--- src/rtl/generador_codigo_gray.sv ---
// Registered Gray-code sequence generator with valid/ready output and binary preload.
// Optional macro GRAY_PARITY_EN: registers paridad = ^g alongside g; otherwise paridad is tied low.
module generador_codigo_gray #(
  parameter int WIDTH = 4
) (
  input  logic             reloj,
  input  logic             reset,
  input  logic             habilitar,
  input  logic             direccion,
  input  logic             modo_ciclico,
  input  logic             cargar,
  input  logic [WIDTH-1:0] dato_carga,
  input  logic             g_listo,
  output logic [WIDTH-1:0] g,
  output logic             g_valido,
  output logic             fin,
  output logic             paridad
);

  localparam logic [1:0] S_IDLE   = 2'd0;
  localparam logic [1:0] S_VALIDO = 2'd1;
  localparam logic [1:0] S_FIN    = 2'd2;

  localparam logic [WIDTH-1:0] CNT_MAX = {WIDTH{1'b1}};
  localparam logic [WIDTH-1:0] CNT_UNO = {{(WIDTH-1){1'b0}}, 1'b1};

  logic [1:0]       estado, estado_sig;
  logic [WIDTH-1:0] cnt, cnt_sig;
  logic             fin_sig;
  logic             xfer;
  logic             terminal;

  function automatic logic [WIDTH-1:0] a_gray(input logic [WIDTH-1:0] b);
    return b ^ (b >> 1);
  endfunction

  assign xfer     = g_valido & g_listo;
  assign terminal = direccion ? (cnt == CNT_MAX) : (cnt == '0);

  // Load flushes whatever is pending; a stalled transfer never moves cnt.
  always_comb begin
    estado_sig = estado;
    cnt_sig    = cnt;
    fin_sig    = 1'b0;
    if (cargar) begin
      cnt_sig    = dato_carga;
      estado_sig = habilitar ? S_VALIDO : S_IDLE;
    end else begin
      case (estado)
        S_IDLE: begin
          if (habilitar) estado_sig = S_VALIDO;
        end
        S_VALIDO: begin
          if (xfer) begin
            fin_sig = terminal;
            if (terminal && !modo_ciclico) begin
              estado_sig = S_FIN;
            end else begin
              cnt_sig    = direccion ? (cnt + CNT_UNO) : (cnt - CNT_UNO);
              estado_sig = habilitar ? S_VALIDO : S_IDLE;
            end
          end
        end
        S_FIN:   estado_sig = S_FIN;
        default: estado_sig = S_IDLE;
      endcase
    end
  end

  // Output register stage: g and g_valido follow the next-state values.
  always_ff @(posedge reloj) begin
    if (!reset) begin
      estado   <= S_IDLE;
      cnt      <= '0;
      g        <= '0;
      g_valido <= 1'b0;
      fin      <= 1'b0;
    end else begin
      estado   <= estado_sig;
      cnt      <= cnt_sig;
      g        <= a_gray(cnt_sig);
      g_valido <= (estado_sig == S_VALIDO);
      fin      <= fin_sig;
    end
  end

`ifdef GRAY_PARITY_EN
  always_ff @(posedge reloj) begin
    if (!reset) paridad <= 1'b0;
    else        paridad <= ^a_gray(cnt_sig);
  end
`else
  assign paridad = 1'b0;
`endif

endmodule

--- config.mk ---
export PLATFORM = sky130hd
export DESIGN_NAME = generador_codigo_gray
export DESIGN_NICKNAME = d
export VERILOG_FILES = /design/src/rtl/generador_codigo_gray.sv
export SDC_FILE = /design/constraint.sdc
export NUM_CORES = 1
export LEC_CHECK = 0
export CORE_MARGIN = 4
export CORE_UTILIZATION = 46
export CTS_CLUSTER_SIZE = 25
export DETAILED_ROUTE_END_ITERATION = 16
export PLACE_DENSITY = 0.74
export SLEW_MARGIN = 20
export SYNTH_ARGS = -nofsm -noshare
export SYNTH_HDL_FRONTEND = slang
export SYNTH_SLANG_ARGS = --single-unit
--- constraint.sdc ---
create_clock -name reloj -period 2.62 [get_ports reloj]
set_input_delay 0.262 -clock reloj [delete_from_list [all_inputs] [get_ports reloj]]
set_output_delay 0.262 -clock reloj [all_outputs]
set_load 0.02 [all_outputs]
==> metrics.md <==
| Metric | Value |
|---|---|
| Status | `complete, no violations` |
| Clk_skew | `roughly 0.0031 ns` |
| Synth top area share | `0.318` |
| Die height | `roughly 47 µm` |
| Area occupied by multi-input gates | `419 µm²` |
| Fin. max-slew vios | `0` |
| Number of global-route vias before repair | `587` |
| Die ar. | `2190 µm²` |
| CP endpoint | `g[2]` |
| Site Rows | `13` |
| Syn Nets | `92` |
| Total number of vias | `609` |
| FMAX | `0.442 GHz` |
| Top post-synthesis cells by count | `dfxtp_1, inv_1, nand2_1` |
| Post-layout util | `0.651` |
| Reg-to-reg startpoint | `cnt[2]` |
| 1st-pass router iterations | `4` |
| Post-DR vias/cell | `5.49` |
| Leading area contributor after synthesis | `dfxtp_1` |
| Fin crit period | `2.26 ns` |
| Largest net degree at the start of global routing | `12` |
| CORE AREA | `1370 µm²` |
| Crit path DAT | `2.45 ns` |
| Share of layout cells above drive strength 1 | `0.104` |
| RSZ-0062 raised after global routing | `no` |
| PwrDens | `approximately 470 nW/µm²` |
| Crit path from | `direccion` |
| Global-route wire length before repair | `2530 µm` |
| Max cap viols | `0` |
| Critical Path Start Type | `input pin` |
| Clk root buf | `clkbuf_4` |
| Fraction of registers with async set or reset after synthesis | `0` |
| Post-route ant nets | `0` |
| CP Capture Type | `flip-flop` |
| Area of all sequential standard cells | `220 µm²` |
| CTS tree | `built` |
| Netlist cell types | `36` |
| Post-CTS sizing | `0` |
| Detailed placement HPWL | `1190 µm` |
| CTS HTree Levels | `1` |
| Total GRT Usage | `0.166` |
| Final GP Congestion | `approximately 0.78` |
| Die width | `46.8 µm` |
| Worst min path class | `reg2reg` |
| Worst path required time | `2.81 ns` |
| Post-CTS Hold Buffers | `0` |
| WL/cell | `approximately 14 µm` |
| Most frequent cell after synthesis | `dfxtp_1` |
| Cell depth of the worst flop-to-flop path | `7` |
| CTS Buffer Depth | `2` |
| FF+latch count, synth | `11` |
| CTS sink count | `11` |
| Nets | `111` |
| Crit-path max FO | `3` |
| Final hold slack | `0.597 ns` |
| Number of buffers created by CTS | `3` |
| I/O pins | `18` |
| Critical path class | `in2reg` |
| DRT Wirelength | `approximately 1500 µm` |
| N_diodes | `0` |
| Fill count | `127` |
| Cell area after synthesis | `692 µm²` |
| Drt initial violations | `18` |
| Synthesis-to-finish area growth | `28.6%` |
| Reg-to-reg slack, setup | `0.54 ns` |
| Clock Latency Late Sink | `0.26 ns` |
| Final setup fails | `0` |
| Synthesized instance count | `78` |
| Setup_tns | `0 ns` |
| Leak pwr | `0.366 nW` |
| Peak VDD IR | `0.290 mV` |
| # Post-CTS Setup Buffers | `0` |
| Post-synth EDFFs | `0` |
| Mean Syn Cell Area | `8.87 µm²` |
| Initial antenna violation count | `0` |
| Total grt overflow | `0` |
| Fin. Hold Viols | `0` |
| Fin area | `890 µm²` |
| Starting Density | `0.506` |
| Port Buffers | `16` |
| Crit Reg-Reg Endpoint | `g[2]` |
| Area after DPL | `roughly 860 µm²` |
| Main flop type after synthesis | `dfxtp_1` |
| Final Cycle Share | `0.863` |
| Register area share after synthesis | `0.318` |
| Yosys warning count | `0` |
| Clock-pin transition on the worst setup and hold timing paths | `0.07 ns` |
| # DRC | `0` |
| Top cells by area, synth | `dfxtp_1, and2_1, xnor2_1` |
worst min-delay path by stage:
stage	slack [ns]	startpoint	end	cells after the start
after global routing	0.64	estado[1]	estado[1]	2
after floorplan	0.44	reset	fin	1
final	0.60	estado[1]	estado[1]	2
after CTS	0.60	estado[1]	estado[1]	2
after detailed placement	0.59	estado[1]	estado[1]	2
after global placement	0.58	estado[1]	estado[1]	2
placed cells by master (no fill, tap or decap), types with 2 or more instances in the layout:
cell | synthesis | routed
nand2_1 | 8 | 8
xnor2_1 | 4 | 4
dfxtp_1 | 11 | 11
o21ai_0 | 2 | 2
and2_1 | 6 | 6
inv_1 | 8 | 8
clkbuf_4 | 0 | 3
buf_4 | 2 | 2
or3_1 | 2 | 2
clkdlybuf4s50_1 | 0 | 16
and3_1 | 2 | 2
o21ai_1 | 2 | 2
a31oi_1 | 2 | 2
ha_1 | 2 | 2
o211ai_1 | 2 | 2
a21oi_1 | 2 | 2
cell families after synthesis:
group / Yosys count / synth area share
simple gates: 26 / 0.231
compound gates: 20 / 0.239
buf+inv: 12 / 0.0759
flops: 11 / 0.318
xor+xnor: 4 / 0.0506
fa+ha+maj: 3 / 0.0651
other cells: 1 / 0.00542
mux: 1 / 0.0145
critical path, cell delays in order:
cell	delay (ns)
clkdlybuf4s50_1	0.48
inv_1	0.06
ha_1	0.33
and3_1	0.18
or3_1	0.33
a221oi_1	0.32
xnor2_1	0.11
o21ai_1	0.18
mux2i_1	0.20
flip-flops by register name, indices dropped and copies added (netlist names):
name / flops
g: 4
cnt: 3
estado: 2
fin: 1
g_valido: 1
per-layer routing:
metal,track usage,vias up,wire length [µm]
li1,-,313,-
met2,0.244,13,714
met3,0.0536,2,88
met4,0.0994,0,12
met5,0,-,0
met1,0.210,281,684
cell type report:
class / instances / area share
inverters: 8 / 0.0338
repair buffers: 18 / 0.197
well taps: 15 / 0.0211
clock buffers: 4 / 0.0295
multi-input cells: 55 / 0.471
flip-flops and latches: 11 / 0.248
where the power goes:
part / internal, mW / switching (mW) / leakage (nW) / total (mW)
clock: 0.0589 / 0.0559 / 0.0150 / 0.115
sequential: 0.179 / 0.00892 / 0.0910 / 0.188
combinational: 0.0600 / 0.0562 / 0.260 / 0.116
stage by stage:
stage	std cells	power (mW)	worst slack [ns]
after CTS	111	0.426	0.343
after floorplan	78	0.264	0.684
after detailed placement	107	0.308	0.0605
after global routing	111	0.451	0.198
final	111	0.419	0.360
after global placement	107	0.307	0.0923
No activity file was read; power rests on OpenSTA's default activity.
